### src/rtl/mips_pkg.sv
// Shared encodings for the MIPS fetch stage and control unit: FSM states,
// next-PC select codes, instruction field positions and target-forming helpers.
package mips_pkg;

    localparam logic [1:0] ST_IDLE  = 2'd0;
    localparam logic [1:0] ST_FETCH = 2'd1;
    localparam logic [1:0] ST_EXEC  = 2'd2;

    localparam logic [1:0] PCSRC_SEQ = 2'b00;
    localparam logic [1:0] PCSRC_BR  = 2'b10;
    localparam logic [1:0] PCSRC_J   = 2'b11;

    localparam int OP_MSB       = 31;
    localparam int OP_LSB       = 26;
    localparam int FUNC_MSB     = 5;
    localparam int FUNC_LSB     = 0;
    localparam int IMM16_MSB    = 15;
    localparam int IMM16_LSB    = 0;
    localparam int TARGET26_MSB = 25;
    localparam int TARGET26_LSB = 0;

    // Word offset of a branch: sign-extended immediate scaled by 4.
    function automatic logic [31:0] branch_offset(input logic [15:0] imm);
        return {{14{imm[15]}}, imm, 2'b00};
    endfunction

    function automatic logic [31:0] jump_target(input logic [31:0] pc4,
                                                input logic [25:0] target);
        return {pc4[31:28], target, 2'b00};
    endfunction

endpackage

### src/rtl/pc_fetch_unit_next_pc_calc.sv
// Next-PC adder and select mux; only the low 26 instruction bits matter here,
// since immediate and jump target both live inside them.
module next_pc_calc
    import mips_pkg::*;
(
    input  logic [31:0] pc4_i,
    input  logic [25:0] inst_i,
    input  logic [1:0]  pcsrc_i,
    output logic [31:0] next_pc_o
);

    logic [31:0] branch_pc_s;
    logic [31:0] jump_pc_s;

    // Branch carry out of bit 31 is discarded by the 32-bit sum.
    always_comb begin
        branch_pc_s = pc4_i + branch_offset(inst_i[IMM16_MSB:IMM16_LSB]);
        jump_pc_s   = jump_target(pc4_i, inst_i[TARGET26_MSB:TARGET26_LSB]);
        next_pc_o   = pc4_i;
        case (pcsrc_i)
            PCSRC_BR: next_pc_o = branch_pc_s;
            PCSRC_J:  next_pc_o = jump_pc_s;
            default:  next_pc_o = pc4_i;
        endcase
    end

endmodule

### src/rtl/pc_fetch_unit.sv
// Fetch stage: holds PC, fetches one instruction per step over req/ack,
// waits for Commit, then advances PC by the control unit's Pcsrc choice.
module pc_fetch_unit
    import mips_pkg::*;
#(
    parameter logic [31:0] RESET_PC = 32'h0000_0000,
    parameter int          CNT_W    = 32
) (
    input  logic             Clk,
    input  logic             Clrn,
    output logic             Imem_req,
    output logic [31:0]      Imem_addr,
    input  logic             Imem_ack,
    input  logic [31:0]      Imem_rdata,
    input  logic             Commit,
    input  logic [1:0]       Pcsrc,
    output logic [31:0]      Inst,
    output logic [5:0]       Op,
    output logic [5:0]       Func,
    output logic             Inst_valid,
    output logic [31:0]      Pc,
    output logic [31:0]      Pc4,
    output logic [CNT_W-1:0] Icount
);

    localparam logic [31:0]      RESET_PC_ALIGNED = {RESET_PC[31:2], 2'b00};
    localparam logic [CNT_W-1:0] CNT_ONE          = {{(CNT_W-1){1'b0}}, 1'b1};

    logic [1:0]       state_q,  state_d;
    logic [31:0]      pc_q,     pc_d;
    logic [31:0]      inst_q,   inst_d;
    logic [CNT_W-1:0] icount_q, icount_d;
    logic             req_q;
    logic             valid_q;
    logic [31:0]      pc4_s;
    logic [31:0]      next_pc_s;

    assign pc4_s = pc_q + 32'd4;

    next_pc_calc u_next_pc_calc (
        .pc4_i     (pc4_s),
        .inst_i    (inst_q[25:0]),
        .pcsrc_i   (Pcsrc),
        .next_pc_o (next_pc_s)
    );

    // Step sequencing: ack only matters in FETCH, Commit only in EXEC.
    always_comb begin
        state_d  = state_q;
        pc_d     = pc_q;
        inst_d   = inst_q;
        icount_d = icount_q;
        case (state_q)
            ST_IDLE: begin
                state_d = ST_FETCH;
            end
            ST_FETCH: begin
                if (Imem_ack) begin
                    inst_d  = Imem_rdata;
                    state_d = ST_EXEC;
                end else begin
                    state_d = ST_FETCH;
                end
            end
            ST_EXEC: begin
                if (Commit) begin
                    pc_d     = next_pc_s;
                    icount_d = icount_q + CNT_ONE;
                    state_d  = ST_FETCH;
                end else begin
                    state_d = ST_EXEC;
                end
            end
            default: begin
                state_d = ST_IDLE;
            end
        endcase
    end

    // Handshake flags are registered from the next state so they never glitch.
    always_ff @(posedge Clk) begin
        if (!Clrn) begin
            state_q  <= ST_IDLE;
            pc_q     <= RESET_PC_ALIGNED;
            inst_q   <= 32'h0000_0000;
            icount_q <= {CNT_W{1'b0}};
            req_q    <= 1'b0;
            valid_q  <= 1'b0;
        end else begin
            state_q  <= state_d;
            pc_q     <= pc_d;
            inst_q   <= inst_d;
            icount_q <= icount_d;
            req_q    <= (state_d == ST_FETCH);
            valid_q  <= (state_d == ST_EXEC);
        end
    end

    assign Imem_req   = req_q;
    assign Imem_addr  = pc_q;
    assign Inst       = inst_q;
    assign Op         = inst_q[OP_MSB:OP_LSB];
    assign Func       = inst_q[FUNC_MSB:FUNC_LSB];
    assign Inst_valid = valid_q;
    assign Pc         = pc_q;
    assign Pc4        = pc4_s;
    assign Icount     = icount_q;

endmodule
### config.mk
export PLATFORM = sky130hd
export DESIGN_NAME = pc_fetch_unit
export DESIGN_NICKNAME = d
export VERILOG_FILES = /design/src/rtl/mips_pkg.sv /design/src/rtl/pc_fetch_unit_next_pc_calc.sv /design/src/rtl/pc_fetch_unit.sv
export SDC_FILE = /design/constraint.sdc
export NUM_CORES = 1
export LEC_CHECK = 0
export CAP_MARGIN = 20
export CORE_AREA = 8 8 140 142
export CTS_BUF_LIST = sky130_fd_sc_hd__clkbuf_4 sky130_fd_sc_hd__clkbuf_8
export DETAILED_ROUTE_END_ITERATION = 12
export DIE_AREA = 0 0 148 150
export PLACE_DENSITY = 0.72
export SETUP_SLACK_MARGIN = 0.2
export SYNTH_ARGS = -nofsm -noshare
export SYNTH_HDL_FRONTEND = slang
export SYNTH_HIERARCHICAL = 1
export SYNTH_SLANG_ARGS = --single-unit
### constraint.sdc
create_clock -name Clk -period 3.3 [get_ports Clk]
set_input_delay 0.66 -clock Clk [delete_from_list [all_inputs] [get_ports Clk]]
set_output_delay 0.66 -clock Clk [all_outputs]
set_load 0.02 [all_outputs]
### Word-level counts from Yosys, hierarchy flattened

Cells that the tools add are included.

| storage, ports and cells | value |
|---|---|
| input port bits | 38 |
| output and inout port bits | 174 |
| word-level logic and storage cells | 22 |
| register bits | 100 |

| operators by class | value |
|---|---|
| add/sub/neg operators | 3 |
| equality and inequality tests | 6 |
| muxes and demuxes | 4 |
| reductions and logical operators | 3 |

Operators with widths:

| kind | number |
|---|---|
| $pmux W32 S2 | 1 |
| $add A32 B1 Y32 const B | 1 |
| $add A32 B3 Y32 const B | 1 |
| $add A32 B32 Y32 | 1 |
| $eq A2 B2 Y1 const B | 4 |
| $pmux W2 S3 | 1 |
| $eq A2 B1 Y1 const B | 2 |
| $mux W2 | 2 |
| $reduce_and A2 Y1 | 2 |
| $logic_not A2 Y1 | 1 |

### Logic depth before layout (Yosys ltp)

Gate-level depths: netlist (run 1).

| depth | value |
|---|---|
| depth in word-level cells | 3 |
| depth in mapped cells | 16 |

### Hierarchy

The synthesis (run 1) kept the hierarchy.

By module, submodules not included:

| module | area each (µm²) | cells each | instances | sequential area each (µm²) |
|---|---|---|---|---|
| pc_fetch_unit | 4798.4 | 615 | 1 | 2001.9 |
| next_pc_calc | 2063.2 | 320 | 1 | 0.0 |

### Least setup slack after synthesis (run 1)

OpenSTA, ideal clock, no wires.

| path | value |
|---|---|
| path kind | reg2reg |
| start | register pc_q[2], in the netlist Imem_addr[2] |
| end | register pc_q[29], in the netlist Imem_addr[29] |
| clock period less this slack | 4.116 ns |
| setup time | 0.070 ns |
| path buffers | 0 |
| data required time | 3.230 ns |
| arrival | 4.046 ns |
| setup slack | -0.816 ns |
| cell stages (with the launch flop) | 17 |
| cells stage by stage | dfxtp_1 ha_1 nand2_1 nor4_1 nand4_1 xnor2_1 ha_1 a21o_1 a21o_1 a21oi_1 o21ai_0 a21oi_1 a21boi_1 o21a_1 o31ai_1 nand2_1 a21oi_1 |

| on the way | value |
|---|---|
| word-level cells in the longest chain between the ends | 3 |

RTL lines:

| what | line | RTL |
|---|---|---|
| start: declaration | pc_fetch_unit.sv:30 | `logic [31:0] pc_q, pc_d;` |
| start signal: assignment | pc_fetch_unit.sv:91 | `pc_q <= pc_d;` |
| $add A32 B3 Y32 | pc_fetch_unit.sv:38 | `assign pc4_s = pc_q + 32'd4;` |
| net Pc4[22] | pc_fetch_unit.sv:22 | `output logic [31:0] Pc4,` |
| $add A32 B32 Y32 | pc_fetch_unit_next_pc_calc.sv:17 | `branch_pc_s = pc4_i + branch_offset(inst_i[IMM16_MSB:IMM16_LSB]);` |
| $pmux W32 S2 | pc_fetch_unit_next_pc_calc.sv:20 | `case (pcsrc_i)` |
| net next_pc_s[29] | pc_fetch_unit.sv:36 | `logic [31:0] next_pc_s;` |

The timed path passes the listed nets, and every way through them passes these cells.
A chain may end at the register's enable or synchronous reset.

### Worst setup path after layout (run 1)

| path | value |
|---|---|
| start | register pc_q[11], in the netlist Imem_addr[11] |
| end | register pc_q[29], in the netlist Imem_addr[29] |

| on the way | value |
|---|---|
| word-level cells in the longest chain between the ends | 3 |

RTL lines:

| what | line |
|---|---|
| $add A32 B3 Y32 (*) | pc_fetch_unit.sv:38 |
| $add A32 B32 Y32 | pc_fetch_unit_next_pc_calc.sv:17 |
| $pmux W32 S2 (*) | pc_fetch_unit_next_pc_calc.sv:20 |
| net next_pc_s[29] | pc_fetch_unit.sv:36 |

Mark *: on every way through the listed nets, which the timed path passes. The rest lies on a longest branch.

==> flow_metrics.env, run 1 <==
export IMPL_synthFlopType="dfxtp_1"
export IMPL_wl_per_cell_um=17.27
export IMPL_path_delay_family="compound AO/OA/AOI/OAI gates"
export IMPL_grt_use_total=0.2132
export IMPL_drc_errors=0
export IMPL_violations="negative setup slack"
export IMPL_fmax_mhz=293.7
export IMPL_row_count=49
export IMPL_vias=7644
export IMPL_status="finished with violations"
export IMPL_cp_start_kind="register"
export IMPL_utilization=0.5987
export IMPL_finalSetupViolations=11
export IMPL_timing_final_ws_setup_ns=-0.1048
export IMPL_synth_edff_count=0
export IMPL_leakagePower_nw=4.168
export IMPL_crit_chain="nand4_1, buf_4, or4_4, nor2_4, xor2_4, ha_4, buf_4, a21o_1, a21oi_2, o21ai_2, a21oi_1, a21boi_1, o21a_1, o31ai_2, nand2_1, a21oi_1"
export IMPL_syn_inst=935
export IMPL_hold_viol_final=0
export IMPL_rsz0062_at_grt="true"
export IMPL_max_stage_delay_ns=0.54
export IMPL_seq_area_frac_synth=0.2918
export IMPL_drv_slew=0
export IMPL_critPathKind="register to register"
export IMPL_fillers=1567
export IMPL_dp_hpwl_mm=18.23
export IMPL_dp_cells=1381
export IMPL_synth_warnings=6
export IMPL_grt_pass1_wl_mm=38.33
export IMPL_die_w_um=148
export IMPL_cts_max_level=3
export IMPL_core_sq_um=17530
export IMPL_clock_sinks=100
export IMPL_critPathRequiredTime_ns=3.63
export IMPL_grt_remaining_overflow=0
export IMPL_area_growth_pct=52.99
export IMPL_yosys_register_bits=100
export IMPL_crit_path_top_delay_cell="or4_4"
export IMPL_placedInstanceArea_sq_um=9878
export IMPL_worst_ir_drop_vdd_mv=0.2421
export IMPL_synth_area_sq_um=6862
export IMPL_antenna_left=0
export IMPL_antenna_found_initial=0
export IMPL_place_ws_ns=-0.08815
export IMPL_cts_made_buffers=9
export IMPL_clock_latency_ns=0.40
export IMPL_ys_types=56
export IMPL_port_buffers=211
export IMPL_cts_tree="built"
export IMPL_dr_first_iter_drc_count=393
export IMPL_synth_nets=1005
export IMPL_syn_area_per_cell_sq_um=7.339
export IMPL_power_total_w=0.002484
export IMPL_drive_above_1_share=0.2111
export IMPL_fin_area_sq_um=10500
export IMPL_crit_arrival_ns=3.73
export IMPL_cellPowerDensity_nw_per_um2=236.6
export IMPL_first_global_vias=7301
export IMPL_synthArstFlopShare=0
export IMPL_crit_fanout=4
export IMPL_finalWirelength_mm=24.48
export IMPL_grt_max_degree=43
export IMPL_fin_skew_ns=0.01599
export IMPL_worstHoldPathType="register to register"
export IMPL_period_share=1.032
export IMPL_io_pins=212
export IMPL_die_height_um=150
export IMPL_crit_buf_inv=2
export IMPL_min_period_ns=3.405
export IMPL_gp_congestion=0.8755
export IMPL_firstDrtPassIters=5
export IMPL_via_per_inst=5.391
export IMPL_layout_cells_non_filler=1418
export IMPL_start_util=0.3913
export IMPL_clk_path_buf_depth=2
export IMPL_clk_pin_slew_ns=0.11
export IMPL_maxCapViolCount=0
export IMPL_antennaDiodeCount=0
export IMPL_end_kind="register"
export IMPL_tightestPinTransition_ns=0.8263
export IMPL_max_slew_margin=0.4484
export IMPL_die_area_sq_um=22200
export IMPL_cts_root_buf="clkbuf_8"
export IMPL_nets=1254
[synthesized netlist by cell type, types with 3 or more instances]
cell	instances	area, sq um
a22oi_1	7	52.55
nand3_1	31	155.2
ha_1	31	387.9
dfxtp_1	100	2002
a21o_1	17	127.6
and3_1	14	87.58
a31oi_1	5	31.28
clkbuf_1	41	153.9
and2_1	5	31.28
o211ai_1	3	22.52
a21oi_1	127	635.6
mux2i_1	14	140.1
o21bai_1	6	45.04
nor3_1	9	45.04
buf_4	46	345.3
o21a_1	7	52.55
or2_2	5	31.28
and4_1	7	61.31
nand4_1	20	125.1
nor3b_1	3	22.52
or4_1	15	112.6
xnor2_1	34	297.8
inv_1	21	78.83
o31ai_1	11	82.58
nand2b_1	6	37.54
buf_1	6	22.52
o31a_1	3	26.28
or3_1	9	56.30
a221o_1	3	30.03
nor2_1	58	217.7
nand2_1	183	686.9
xor2_1	21	183.9
o21ai_0	25	125.1
nor4_1	13	81.33
[cell families (layout without fill, tap and decap cells)]
group | Yosys count | in the layout | share of synthesized area
AND/OR/NAND/NOR | 386 | 386 | 0.2660
XOR/XNOR | 55 | 55 | 0.07021
buffers and inverters | 117 | 371 | 0.09044
flip-flops | 100 | 100 | 0.2918
adder cells (fa/ha/maj) | 32 | 32 | 0.05945
AO/OA/AOI/OAI | 229 | 229 | 0.1984
multiplexers | 16 | 16 | 0.02370
[routing by layer]
metal | vias to the layer above | GRT usage | part of all wire
li1 | 3735 | - | -
met1 | 3622 | 0.2499 | 0.41
met2 | 244 | 0.3683 | 0.49
met3 | 43 | 0.05776 | 0.075
met4 | 0 | 0.07394 | 0.024
met5 | - | 0 | 0
[cell usage in the layout (no fill, tap or decap), types with 8 or more instances in the layout]
master and count:
nand3_1 27, dfxtp_1 85, buf_4 113, clkdlybuf4s50_1 189, buf_6 8, and3_1 11, o31ai_1 10, xor2_1 14
dfxtp_4 9, nand2_1 183, xnor2_1 19, a21o_1 17, clkbuf_8 10, mux2i_1 14, nand4_1 20, o21ai_0 18
or4_1 14, or3_1 8, xnor2_2 13, nor2_1 52, inv_1 20, ha_1 20, ha_4 8, a21oi_1 119
nor4_1 11
[registers in the layout, indices dropped and copies added (netlist names)]
name        flops
Icount         32
Inst           32
state_q         2
Imem_req        1
Inst_valid      1
Imem_addr      32
[power breakdown]
group          switching, W  internal [W]
logic              0.000229      0.000199
registers         0.0000307       0.00123
clock network      0.000488      0.000311
total              0.000748       0.00174
[worst min-delay path, stage by stage (launching register included)]
cell and delay (ns):
dfxtp_1 0.34, nand2_1 0.06, a21oi_1 0.05
[area by class of cell]
type                       instances  area (sq um)  share of cell area
tap                              229         286.5             0.02729
clock inverter                     6         53.80            0.005125
sequential                       100          2043              0.1946
clock buffer                      10         137.6             0.01311
timing repair buffer             333          3068              0.2923
inverter                          22         82.58            0.007866
multi-input combinational        718          4826              0.4597
[path summary, 6_finish.rpt]
kind	start	endpoint	slack (ns)	depth (start not counted)
setup reg to reg	Imem_addr[11]	Imem_addr[29]	-0.10	16
setup / recovery	Imem_addr[11]	Imem_addr[29]	-0.10	16
hold / removal	Inst[28]	Inst[28]	0.48	2
hold reg to reg	Inst[28]	Inst[28]	0.48	2
[stage by stage]
stage	setup TNS [ns]	hold slack [ns]
4_1_cts	-0.1436	0.4854
3_3_place_gp	-0.4274	0.4554
5_1_grt	-3.386	0.5071
2_1_floorplan	-0.1637	0.5117
6_report	-0.6516	0.4808
3_5_place_dp	-0.5350	0.4692
[repair_timing]
action	in CTS	in global routing
setup endpoints to repair	36	34
pin swaps	29	19
hold buffers	0	0
gates resized for setup	79	50
buffers inserted	14	7
Power figures use the tool's default switching activity.
==> run 2, diff against run 1 <==
RECOVER_POWER = 100   (was unset)
==> run 2 against run 1 <==
The run still ends with negative setup slack left. Cell area decreased by 0.11%. Worst hold slack got worse by 0.0065 ns. Clock-buffer cell count unchanged. Clock skew decreased by 0.00087 ns. Critical path type unchanged. Highest routed layer unchanged.
==> flow_metrics.env, run 2 (same netlist as run 1, synthesis figures left out) <==
export IMPL_crit_fanout=5
export IMPL_die_w_um=148
export IMPL_clk_path_buf_depth=2
export IMPL_clockPowerShare=0.323
export IMPL_clk_pin_slew_ns=0.11
export IMPL_clock_sinks=100
export IMPL_cts_made_buffers=9
export IMPL_min_period_ns=3.408
export IMPL_dp_cells=1381
export IMPL_drive_above_1_share=0.2103
export IMPL_maxCapViolCount=0
export IMPL_layout_cells_non_filler=1418
export IMPL_vias=7660
export IMPL_status="finished with violations"
export IMPL_max_stage_delay_ns=0.35
export IMPL_antenna_found_initial=0
export IMPL_cp_start_kind="register"
export IMPL_fin_tns_setup_ns=-0.6996
export IMPL_sequentialPowerShare=0.509
export IMPL_dr_wl_met3_mm=1.858
export IMPL_crit_arrival_ns=3.70
export IMPL_p_int_w=0.001723
export IMPL_dp_hpwl_mm=18.23
export IMPL_core_sq_um=17530
export IMPL_nets=1254
export IMPL_path_delay_family="compound AO/OA/AOI/OAI gates"
export IMPL_firstDrtPassIters=5
export IMPL_start_util=0.3913
export IMPL_die_height_um=150
export IMPL_worst_ir_drop_vdd_mv=0.2395
export IMPL_dr_first_iter_drc_count=451
export IMPL_timing_final_ws_setup_ns=-0.1081
export IMPL_grt_max_degree=43
export IMPL_grt_remaining_overflow=0
export IMPL_period_share=1.033
export IMPL_row_count=49
export IMPL_cts_hold_buf=0
export IMPL_crit_path_top_delay_cell="dfxtp_4"
export IMPL_fin_skew_ns=0.01511
export IMPL_gp_congestion=0.8755
export IMPL_die_area_sq_um=22200
export IMPL_place_ws_ns=-0.08815
export IMPL_via_per_inst=5.402
export IMPL_drc_errors=0
export IMPL_worstHoldPathType="register to register"
export IMPL_cts_root_buf="clkbuf_8"
export IMPL_leakagePower_nw=4.614
export IMPL_rsz0062_at_grt="true"
export IMPL_end_kind="register"
export IMPL_io_pins=212
export IMPL_critPathRequiredTime_ns=3.59
export IMPL_p_sw_w=0.0007428
export IMPL_wl_per_cell_um=17.22
export IMPL_comb_power_share=0.168
export IMPL_max_slew_margin=0.1056
export IMPL_power_total_w=0.002466
export IMPL_maxUsedRoutingLayer="met4"
export IMPL_cp_common_cell="a221o_1"
export IMPL_violations="negative setup slack"
export IMPL_critPathKind="register to register"
export IMPL_cellPowerDensity_nw_per_um2=235.2
export IMPL_wl_met1_mm=10.07
export IMPL_hold_viol_final=0
export IMPL_crit_chain="nand4_1, buf_4, or2_4, nor2_4, xor2_4, ha_4, and3_4, a221o_1, a21o_1, o21a_1, o21ai_4, o21ai_0, mux2i_1, a221o_1, nand2_1, a21oi_1"
export IMPL_antenna_left=0
export IMPL_first_global_vias=7301
export IMPL_final_cell_mix="nand2_1 (183), dlygate4sd3_1 (138), a21oi_1 (119)"
export IMPL_area_growth_pct=52.83
export IMPL_cts_max_level=3
export IMPL_clock_latency_ns=0.40
export IMPL_antennaDiodeCount=0
export IMPL_drv_slew=0
export IMPL_crit_buf_inv=1
export IMPL_port_buffers=211
export IMPL_layout_commonest_cell="nand2_1"
export IMPL_tightestPinTransition_ns=1.342
export IMPL_cts_tree="built"
export IMPL_grt_pass1_wl_mm=38.33
export IMPL_finalSetupViolations=11
export IMPL_swShare=0.3012
export IMPL_utilization=0.5980
export IMPL_fmax_mhz=293.4
export IMPL_grt_use_total=0.2132
export IMPL_finalWirelength_mm=24.42
export IMPL_wl_met2_mm=11.88
[run 2: worst min-delay path: stages, from the launching register on]
cell	delay [ns]
dfxtp_1	0.33
nand2_1	0.05
a21oi_1	0.05
[run 2: metal layers]
metal  track usage  vias up
li1              -     3738
met1        0.2499     3616
met2        0.3683      259
met3       0.05776       47
met4       0.07394        0
met5             0        -
[run 2: what timing repair did]
item | in CTS | in global routing
endpoints found under the setup margin | 36 | 34
gates resized for setup | 79 | 50
pin swaps | 29 | 19
buffers inserted | 14 | 7
[run 2: worst paths after layout]
| path | from | end | slack [ns] | depth (start not counted) |
|---|---|---|---|---|
| max | Imem_addr[6] | Imem_addr[25] | -0.11 | 16 |
| min | Inst[29] | Inst[29] | 0.47 | 2 |
| max reg2reg | Imem_addr[6] | Imem_addr[25] | -0.11 | 16 |
| min reg2reg | Inst[29] | Inst[29] | 0.47 | 2 |
[run 2: power by group through the flow]
stage,clock network (W),logic [W],registers [W]
4_1_cts,0.000825,0.000425,0.00126
2_1_floorplan,0,0.000195,0.00131
6_report,0.000796,0.000415,0.00125
3_3_place_gp,0,0.000411,0.00128
3_5_place_dp,0,0.000414,0.00128
5_1_grt,0.000882,0.000448,0.00126
[run 2: cell type report]
type                    count  area (sq um)
clock buffers              10         137.6
repair buffers            333          3065
well taps                 229         286.5
flip-flops and latches    100          2043
inverters                  22         82.58
fillers                  1570          7048
clock inverters             6         53.80
multi-input cells         718          4817
[run 2: stage by stage]
stage / instance area, sq um / hold slack (ns)
after detailed placement: 9878 / 0.4692
after global routing: 10490 / 0.5017
after floorplan: 7207 / 0.5117
final: 10490 / 0.4743
after CTS: 10370 / 0.4854
after global placement: 9878 / 0.4554
